[src/rtl/mips_pkg.sv]
// Shared constants for the MIPS pipeline blocks.
package mips_pkg;

   localparam int unsigned WORD_W = 32;

   // Default reset PC and bubble word (sll $0,$0,0 encodes as all zeros)
   localparam logic [WORD_W-1:0] RESET_PC_DEFAULT  = 32'h0000_0000;
   localparam logic [WORD_W-1:0] NOP_INSTR_DEFAULT = 32'h0000_0000;

   // Word-align a redirect target by clearing the byte-offset bits
   function automatic logic [WORD_W-1:0] word_align(input logic [WORD_W-1:0] addr);
      return {addr[WORD_W-1:2], 2'b00};
   endfunction

endpackage

[src/rtl/ifid_reg.sv]
// IF/ID pipeline register: bubble beats hold beats load.
module ifid_reg
   import mips_pkg::*;
#(
   parameter logic [WORD_W-1:0] NOP_INSTR = NOP_INSTR_DEFAULT
) (
   input  logic              clk,
   input  logic              rst,
   input  logic              bubble_i,
   input  logic              hold_i,
   input  logic [WORD_W-1:0] instr_i,
   input  logic [WORD_W-1:0] pc4_i,
   output logic [WORD_W-1:0] instr_o,
   output logic [WORD_W-1:0] pc4_o,
   output logic              valid_o
);

   logic [WORD_W-1:0] instr_q, instr_d;
   logic [WORD_W-1:0] pc4_q, pc4_d;
   logic              valid_q, valid_d;

   // Select bubble, hold or fresh load for the next IF/ID contents
   always_comb begin
      instr_d = instr_q;
      pc4_d   = pc4_q;
      valid_d = valid_q;
      if (bubble_i) begin
         // pc4 is left alone on a bubble; only instr and valid are squashed
         instr_d = NOP_INSTR;
         valid_d = 1'b0;
      end else if (!hold_i) begin
         instr_d = instr_i;
         pc4_d   = pc4_i;
         valid_d = 1'b1;
      end
   end

   // IF/ID state register with asynchronous reset
   always_ff @(posedge clk or posedge rst) begin
      if (rst) begin
         instr_q <= NOP_INSTR;
         pc4_q   <= '0;
         valid_q <= 1'b0;
      end else begin
         instr_q <= instr_d;
         pc4_q   <= pc4_d;
         valid_q <= valid_d;
      end
   end

   assign instr_o = instr_q;
   assign pc4_o   = pc4_q;
   assign valid_o = valid_q;

endmodule

[src/rtl/fetch_stage.sv]
// Instruction-fetch stage: PC register, next-PC selection, misalign flag, fetch counter.
module fetch_stage
   import mips_pkg::*;
#(
   parameter logic [WORD_W-1:0] RESET_PC  = RESET_PC_DEFAULT,
   parameter logic [WORD_W-1:0] NOP_INSTR = NOP_INSTR_DEFAULT
) (
   input  logic              clk,
   input  logic              rst,
   input  logic              stall,
   input  logic              flush,
   input  logic              branch_taken,
   input  logic [WORD_W-1:0] branch_target,
   input  logic              jump,
   input  logic [WORD_W-1:0] jump_target,
   output logic [WORD_W-1:0] pc_out,
   input  logic [WORD_W-1:0] pc_seq,
   input  logic [WORD_W-1:0] imem_rdata,
   output logic [WORD_W-1:0] ifid_instr,
   output logic [WORD_W-1:0] ifid_pc4,
   output logic              ifid_valid,
   output logic              misalign,
   output logic [WORD_W-1:0] fetch_count
);

   logic [WORD_W-1:0] pc_q, pc_d;
   logic              misalign_q, misalign_d;
   logic [WORD_W-1:0] fetch_count_q, fetch_count_d;
   logic              redirect;
   logic [WORD_W-1:0] redirect_target;
   logic              ifid_load;

   // Pick the redirect source; branch (EX) outranks jump (ID)
   always_comb begin
      redirect        = branch_taken | jump;
      redirect_target = branch_taken ? branch_target : jump_target;
   end

   // Next-PC mux and misalign detection on the selected target only
   always_comb begin
      pc_d       = pc_seq;
      misalign_d = 1'b0;
      if (redirect) begin
         pc_d       = word_align(redirect_target);
         misalign_d = |redirect_target[1:0];
      end else if (stall) begin
         pc_d = pc_q;
      end
   end

   // A real instruction enters IF/ID only when neither bubbled nor held
   always_comb begin
      ifid_load     = !(redirect | flush) && !stall;
      fetch_count_d = ifid_load ? fetch_count_q + 32'd1 : fetch_count_q;
   end

   // PC, misalign pulse and fetch counter registers
   always_ff @(posedge clk or posedge rst) begin
      if (rst) begin
         pc_q          <= RESET_PC;
         misalign_q    <= 1'b0;
         fetch_count_q <= '0;
      end else begin
         pc_q          <= pc_d;
         misalign_q    <= misalign_d;
         fetch_count_q <= fetch_count_d;
      end
   end

   ifid_reg #(
      .NOP_INSTR (NOP_INSTR)
   ) u_ifid_reg (
      .clk      (clk),
      .rst      (rst),
      .bubble_i (redirect | flush),
      .hold_i   (stall),
      .instr_i  (imem_rdata),
      .pc4_i    (pc_seq),
      .instr_o  (ifid_instr),
      .pc4_o    (ifid_pc4),
      .valid_o  (ifid_valid)
   );

   assign pc_out      = pc_q;
   assign misalign    = misalign_q;
   assign fetch_count = fetch_count_q;

endmodule

[config.mk]
export PLATFORM = sky130hd
export DESIGN_NAME = fetch_stage
export DESIGN_NICKNAME = d
export VERILOG_FILES = /design/src/rtl/mips_pkg.sv /design/src/rtl/ifid_reg.sv /design/src/rtl/fetch_stage.sv
export SDC_FILE = /design/constraint.sdc
export NUM_CORES = 1
export LEC_CHECK = 0
export ABC_CLOCK_PERIOD_IN_PS = 4900
export BUFFER_PORTS_ARGS = -buffer_cell sky130_fd_sc_hd__buf_4
export CAP_MARGIN = 0
export CELL_PAD_IN_SITES_DETAIL_PLACEMENT = 0
export CELL_PAD_IN_SITES_GLOBAL_PLACEMENT = 1
export CORE_ASPECT_RATIO = 0.9
export CORE_MARGIN = 3
export CORE_UTILIZATION = 35
export DETAILED_ROUTE_END_ITERATION = 7
export PLACE_DENSITY_LB_ADDON = 0.1
export SETUP_SLACK_MARGIN = 0.1
export SYNTH_ARGS = -nofsm -noshare
export SYNTH_HDL_FRONTEND = slang
export SYNTH_SLANG_ARGS = --single-unit
export TNS_END_PERCENT = 50
[constraint.sdc]
create_clock -name clk -period 4.9 [get_ports clk]
set_clock_uncertainty 0.05 [all_clocks]
set_input_delay 0.49 -clock clk [delete_from_list [all_inputs] [get_ports clk]]
set_output_delay 0.49 -clock clk [all_outputs]
set_load 0.01 [all_outputs]
Yosys cells after proc, flatten, opt, wreduce, memory -nomap -nowiden
Cells that the tools add are included.
{"block": "totals", "regBits": 130, "latch_bits": 0, "mem_bits_rw": 0, "romBits": 0, "in_bits": 134, "out_inout_bits": 130, "n_memories": 0}
{"block": "op_classes", "add_sub_neg": 1, "multipliers": 0, "n_div": 0, "magnitude_cmp": 0, "n_eq_ne": 2, "shift": 0, "n_mux": 8, "bitwise": 4, "n_reduce_logical": 5}
{"operator": "2-to-1 mux 32 bit", "count": 5}
{"operator": "adder 32 x 1 -> 32 bit, second input constant", "count": 1}
{"operator": "inequality test 2 x 1 -> 1 bit, second input constant", "count": 2}
{"operator": "2-to-1 mux 1 bit", "count": 3}
{"operator": "logical NOT 1 bit", "count": 2}
{"operator": "NOT 1 bit", "count": 2}
{"operator": "OR 1 bit", "count": 2}
{"operator": "AND reduction 2 bit", "count": 1}
{"operator": "OR reduction 2 bit", "count": 1}
{"operator": "logical AND 1 bit", "count": 1}

Logic depth before layout (Yosys ltp)
Gate-level depths: netlist of the first run.
{"block": "depth", "word_depth": 4, "depth_mapped": 7, "mapped_depth_nobuf": 6}

Cells and area by module
From an unflattened synthesis of the first run, not the netlist that was laid out.
{"block": "hier_totals", "hier_cells": 495, "area_unflattened_um2": 5910.7}
{"module": "fetch_stage", "n_inst": 1, "cells_per_inst": 319, "area_each_um2": 3221.8}
{"module": "ifid_reg", "n_inst": 1, "cells_per_inst": 176, "area_each_um2": 2688.8}

Worst setup path before layout of the first run
Ideal clock, no wire load.
{"block": "synth_timing", "path_kind": "input to register", "startpoint": "input port jump", "endpoint": "register fetch_count_q[25], in the netlist fetch_count[25]", "setup_time_ps": 126, "t_arrival_ps": 1990, "required_ps": 4724, "setup_slack_ps": 2734, "cell_stages": 6, "path_buffers": 1, "path_cell_list": "buf_2 -> nor4_4 -> nand4_4 -> nor3_4 -> nand4_1 -> xnor2_1"}
{"block": "synth_via", "elab_chain_len": 4}
{"item": "from (decl)", "line": "fetch_stage.sv:14", "rtl": "input logic jump,"}
{"item": "OR 1 bit", "line": "fetch_stage.sv:35", "rtl": "redirect = branch_taken | jump;"}
{"item": "OR 1 bit", "line": "fetch_stage.sv:53", "rtl": "ifid_load = !(redirect | flush) && !stall;"}
{"item": "logical NOT 1 bit", "line": "fetch_stage.sv:53"}
{"item": "logical AND 1 bit", "line": "fetch_stage.sv:53"}
{"item": "to (signal assigned)", "line": "fetch_stage.sv:66", "rtl": "fetch_count_q <= fetch_count_d;"}
{"item": "to (decl)", "line": "fetch_stage.sv:28", "rtl": "logic [WORD_W-1:0] fetch_count_q, fetch_count_d;"}
No other way between the ends.
A chain may end at the register's enable or synchronous reset.

Worst setup path after layout of the first run
{"block": "layout_timing", "startpoint": "input port jump", "endpoint": "register fetch_count_q[30], in the netlist fetch_count[30]"}
Same word-level chain as after synthesis.

==> metrics, run 1 <==
status complete, no violations; first-pass GRT wire length 26.2 mm; total die area 0.0179 mm²; clk sinks 130; Design Area, Final 0.00842 mm²; FF-to-FF End fetch_count[30]; Util after Layout 53.6%; Std-Cell Rows 43; DRT iter0 DRCs 223; DR DRC count 0; post-synthesis sequential area ratio 56.9%; Comb power frac 17.7%; largest fanout on the critical path 65; Worst Setup End Kind register; R2R depth 5; setup total negative slack 0 ns; R2R setup slack 2.83 ns; dominant cell type by area after synthesis dfrtp_1; pin count of the biggest net entering global routing 67; CP Buf/Inv Count 1; layout cells sized above 1 42.4%; setup bufs post-CTS 0; Clock Tree Buf Depth 2; post-synth top area share 56.9%; Max transition margin 51.4%; I/O Pins 264; initial antenna violation count 0; drt first pass iters 4; Worst-path clk slew 0.05 ns; critical path class primary input to register; PwrDens 355 mW/mm²; # setup viols final 0; Worst-Margin Slew 0.729 ns; Final period util 45.7%; Skew-Pair Late Insertion Delay 0.41 ns; Netlist cell types 24; Peak supply drop 0.000238 V; Worst Hold Class primary input to asynchronous set/reset pin; CP startpoint kind primary input; Critical Path AT 2.48 ns; TritonCTS Buffers 17; Worst path max stage delay 0.51 ns; post-route ant nets 0; Post-CTS Resized 0; CTS Root Buffer Type clkbuf_16; final-report hold violation count 0; Initial Util 36.4%; Net Sw Frac 25.0%; Die W 141 µm; most common cell after layout, fill and taps aside buf_4; Synth-to-Final Area Change 47.3%; placed cell area 0.00786 mm²; CTS tree done; Avg Vias per Cell 4.80; sequential share of power 41.9%; wire per inst 17.1 µm; worst slack at placement 2.25 ns; Final Slew Violations 0; cell family with most CP delay simple AND/OR/NAND/NOR gates; Port Buffer Count 263; post-synthesis cell area 0.00571 mm²; switching power 0.748 mW; overall overflow remaining after global route 0; diode count 0; Max Fclk 0.447 GHz; DP Wirelength 12.1 mm; Core Footprint 0.0157 mm²; Yosys warnings 0; most frequent cells in the layout 268 x buf_4, 130 x dfrtp_1, 70 x nor2_1; leakage 4.26 nW; internal power 2.24 mW; GRT Resource Usage Total 18.8%; RSZ-0062 raised after global routing false; # nets final 901; CP max-delay cell or3_1; Final GP Congestion 0.795; Reg-to-Reg Start fetch_count[12]; Final Critical Period 2.24 ns; clock power share 40.4%; final WL 16.8 mm; number of synthesized register bits 130; H-tree Lvls 4; Mapped Cells 509; via count 4702; syn_nets 644; CP cell instances buf_4 > or3_1 > nor4_4 > and3_1 > nand4_1 > xnor2_1; Mean Syn Cell Area 11.2 µm²; vias in the first global route 4977; number of max-cap violations 0; Hold WS 0.159 ns; hold buffer count at CTS 0; Synth area leaders dfrtp_1 57%, mux2i_1 11%, mux2_2 6.5%, nor2_1 4.6%, xnor2_1 3.5%; Worst EP required 5.14 ns; Die Y 127 µm; setup ws final 2.66 ns
worst reg2reg max path, delay by kind of cell (launching register included):
kind / cells / cell delay, ns
AND/OR/NAND/NOR: 4 / 1.31
XOR/XNOR: 1 / 0.15
flip-flops: 1 / 0.45
worst max-delay path by stage:
stage | from | to | slack [ns] | cells after the start
finish | jump | fetch_count[30] | 2.66 | 6
global route | jump | fetch_count[30] | 2.54 | 6
CTS | jump | fetch_count[30] | 2.69 | 6
detailed placement | jump | fetch_count[30] | 2.25 | 6
global placement | jump | fetch_count[26] | 2.30 | 6
floorplan | rst | fetch_count[0] | 0.89 | 1
layer usage:
layer  global-route usage [%]  share of wire (%)  vias up  routed length (µm)
met4                     7.52                2.5        0                 422
met2                     32.3                 51      154                8550
li1                         -                  -     2256                   -
met3                     7.37                8.7       26                1450
met1                     21.0                 38     2266                6340
met5                        0                  0        -                   0
sequential cells by signal, indices dropped and copies added (netlist names):
name	count
fetch_count	32
pc_out	32
u_ifid_reg.instr_o	32
u_ifid_reg.pc4_o	32
misalign	1
u_ifid_reg.valid_o	1
metrics by stage:
stage | power, mW | instances
floorplan | 1.49 | 509
global placement | 1.80 | 949
detailed placement | 1.81 | 949
CTS | 3.04 | 980
global route | 3.13 | 980
finish | 2.99 | 980
synthesized netlist by cell type:
cell,count
and3_1,5
or3_1,1
ha_1,1
nand4_4,1
mux2i_1,64
mux2_2,33
a21oi_1,31
nor3_4,1
nand2_1,42
nor2_1,70
xnor2_1,23
and2_0,1
xor2_1,8
o21ai_0,33
clkbuf_1,17
nand3_1,9
nand4_1,13
buf_1,7
and4_1,1
nor3_1,5
inv_1,5
buf_2,6
nor4_4,2
dfrtp_1,130
cells by family after synthesis:
kind of cell | share of synthesized area [%]
AO/OA/AOI/OAI | 5.61
adder cells (fa/ha/maj) | 0.219
buffers and inverters | 2.43
AND/OR/NAND/NOR | 12.3
flip-flops | 56.9
XOR/XNOR | 4.75
multiplexers | 17.7
power groups by stage:
stage                     Sequential (mW)  Combinational (mW)  Clock [mW]
after global routing                 1.27               0.577        1.29
after global placement               1.27               0.531           0
after detailed placement             1.27               0.539           0
after floorplan                      1.31               0.185           0
after CTS                            1.25               0.540        1.24
final                                1.25               0.529        1.21
layout make-up:
| cell class | instances | area, µm² |
|---|---|---|
| Fill cell | 1447 | 7290 |
| Sequential cell | 130 | 3250 |
| Multi-Input combinational cell | 344 | 2320 |
| Timing Repair Buffer | 268 | 2010 |
| Clock buffer | 26 | 479 |
| Tap cell | 202 | 253 |
| Clock inverter | 5 | 77.6 |
| Inverter | 5 | 21.3 |
No activity file was read; power rests on OpenSTA's default activity.
==> run 2, diff against run 1 <==
--- a/config.mk
+++ b/config.mk
@@ -5,14 +5,15 @@
 export SDC_FILE = /design/constraint.sdc
 export NUM_CORES = 1
 export LEC_CHECK = 0
-export ABC_CLOCK_PERIOD_IN_PS = 4900
+export ABC_AREA = 1
+export ABC_CLOCK_PERIOD_IN_PS = 1800
 export BUFFER_PORTS_ARGS = -buffer_cell sky130_fd_sc_hd__buf_4
 export CAP_MARGIN = 0
 export CELL_PAD_IN_SITES_DETAIL_PLACEMENT = 0
 export CELL_PAD_IN_SITES_GLOBAL_PLACEMENT = 1
 export CORE_ASPECT_RATIO = 0.9
 export CORE_MARGIN = 3
-export CORE_UTILIZATION = 35
+export CORE_UTILIZATION = 30
 export DETAILED_ROUTE_END_ITERATION = 7
 export PLACE_DENSITY_LB_ADDON = 0.1
 export SETUP_SLACK_MARGIN = 0.1
==> constraint.sdc (replaced) <==
create_clock -name clk -period 1.8 [get_ports clk]
set_clock_uncertainty 0.05 [all_clocks]
set_input_delay 0.18 -clock clk [delete_from_list [all_inputs] [get_ports clk]]
set_output_delay 0.18 -clock clk [all_outputs]
set_load 0.01 [all_outputs]
==> metrics, run 2 <==
status complete, no violations; CP max-delay cell dfrtp_1; Port Buffer Count 263; R2R setup slack 0.19 ns; first-pass GRT wire length 35.4 mm; largest fanout on the critical path 5; Yosys warnings 0; Worst Hold Class primary input to register; critical path class register to register; Final Slew Violations 0; Mapped Cells 738; CP cell instances ha_1 > nand3_1 > inv_1 > nand2_1 > nor3_2 > nand2_1 > nand2_1 > nand2_1; Synth area leaders dfrtp_1 54%, nand2_1 16%, o21ai_0 5.2%, nor2_1 5.1%, inv_1 4.3%; Worst-Margin Slew 0.640 ns; Critical Path AT 1.88 ns; Worst-path clk slew 0.07 ns; placed cell area 0.00832 mm²; Die W 155 µm; Avg Vias per Cell 4.60; most common cell after layout, fill and taps aside buf_4; post-synthesis sequential area ratio 54.4%; Worst EP required 2.07 ns; CP startpoint kind register; number of synthesized register bits 130; Hold Crit Start branch_target[12]; Final Critical Period 1.61 ns; most common cell in the netlist nand2_1; DRT iter0 DRCs 370; post-synth top area share 54.4%; drt first pass iters 4; Netlist cell types 29; vias in the first global route 6382; diode count 0; cell mode on critical path nand2_1; FF-to-FF End fetch_count[22]; PwrDens 858 mW/mm²; syn_nets 873; # setup viols final 0; Post-synth top cells 247 x nand2_1, 130 x dfrtp_1, 82 x nor2_1; DP Wirelength 16.3 mm; CTS Root Buffer Type clkbuf_16; final WL 22.7 mm; Initial Util 30.8%; Worst Setup SP fetch_count[1]; Reg-to-Reg Start fetch_count[1]; R2R depth 8; TritonCTS Buffers 17; Design Area, Final 0.00984 mm²; Max Fclk 0.621 GHz; final-report hold violation count 0; Max transition margin 57.3%; clk sinks 130; leakage 4.77 nW; wire per inst 16.6 µm; Final GP Congestion 0.800; H-tree Lvls 4; RSZ-0062 raised after global routing true; GRT Resource Usage Total 20.9%; layout cells sized above 1 29.6%; post-synthesis cell area 0.00598 mm²; Synth-to-Final Area Change 64.6%; Peak supply drop 0.000537 V; pin count of the biggest net entering global routing 55; prevailing post-synth register cell dfrtp_1; total die area 0.0217 mm²; fill cell count 1899; number of max-cap violations 0; DR DRC count 0; I/O Pins 264; number of synthesized flops with an enable pin 0; Worst Setup End Kind register; # nets final 1236; Final period util 89.5%; dominant cell type by area after synthesis dfrtp_1; overall overflow remaining after global route 0; Clock Tree Buf Depth 2; via count 6274; Worst path max stage delay 0.39 ns; Core Footprint 0.0194 mm²; Skew-Pair Late Insertion Delay 0.42 ns; ys async rst share 100%; initial antenna violation count 1; most frequent cells in the layout 283 x buf_4, 247 x nand2_1, 130 x dfrtp_1; crit path to fetch_count[22]; Std-Cell Rows 48; post-route ant nets 0; Die Y 140 µm; CTS tree done; Mean Syn Cell Area 8.10 µm²; total power 8.44 mW
run 2: cell count changes after synthesis, sizes merged, moves of 5 or more:
| cell | change |
|---|---|
| inv | +65 |
| nor2 | +17 |
| a22oi | +8 |
| a311oi | +13 |
| mux2i | -64 |
| nand2 | +205 |
| nand3 | +17 |
| nor3 | +10 |
| a21oi | -24 |
| xnor2 | -16 |
| and3 | -5 |
| o21ai | +31 |
| mux2 | -33 |
run 2: cell type report:
cell class,instances,area (µm²),area share [%]
sequential,130,3250,33.1
timing repair buffer,376,3090,31.4
multi-input combinational,506,2330,23.7
clock buffer,18,439,4.46
tap,250,313,3.18
inverter,70,267,2.71
clock inverter,14,153,1.55
run 2: what timing repair did:
| item | CTS | global route |
|---|---|---|
| gates resized for setup | 0 | 2 |
| hold endpoints to repair | 136 | 0 |
| endpoints found under the setup margin | 0 | 11 |
| hold buffers | 90 | 0 |
| buffers inserted | 0 | 3 |
run 2: worst min-delay path by stage:
stage | end | slack (ns) | depth (start not counted)
detailed placement | u_ifid_reg.instr_o[16] | 0.11 | 2
floorplan | u_ifid_reg.pc4_o[2] | 0.24 | 1
finish | pc_out[12] | 0.01 | 3
CTS | pc_out[12] | 0.000002 | 3
global route | pc_out[12] | 0.007 | 3
global placement | u_ifid_reg.instr_o[6] | 0.11 | 2
run 2: report_power, final:
group / switching, mW / total [mW] / internal (mW)
clock network: 1.43 / 3.52 / 2.09
logic: 0.728 / 1.55 / 0.823
registers: 0.180 / 3.37 / 3.19
run 2: per-stage QoR:
| stage | worst slack [ns] | std cells | util [%] | TNS (ns) | hold slack (ns) |
|---|---|---|---|---|---|
| floorplan | -0.0392 | 738 | - | -5.10 | 0.238 |
| global placement | 0.177 | 1239 | 42.9 | 0 | 0.110 |
| detailed placement | 0.149 | 1239 | 42.9 | 0 | 0.106 |
| CTS | 0.136 | 1361 | 50.6 | 0 | 0.00000192 |
| global route | 0.0194 | 1364 | 50.7 | 0 | 0.00669 |
| finish | 0.190 | 1364 | 50.7 | 0 | 0.0144 |
run 2: worst max-delay path: cells and delay by family, from the launching register on:
family,cells,cell delay (ns)
buf+inv,1,0.08
fa+ha+maj,1,0.18
flops,1,0.39
simple gates,6,0.80
run 2: logic make-up after synthesis:
kind of cell / Yosys count / synth area share [%]
buffers and inverters: 102 / 6.68
adder cells (fa/ha/maj): 1 / 0.209
AND/OR/NAND/NOR: 391 / 26.8
XOR/XNOR: 13 / 1.90
AO/OA/AOI/OAI: 101 / 9.98
flip-flops: 130 / 54.4
run 2: per-layer routing:
metal / vias to the layer above / part of all wire, % / global-route usage (%)
met2: 176 / 48 / 34.2
met5: - / 0.049 / 0
met4: 2 / 1.0 / 5.20
met3: 21 / 7.2 / 6.46
met1: 2983 / 43 / 27.3
li1: 3092 / - / -
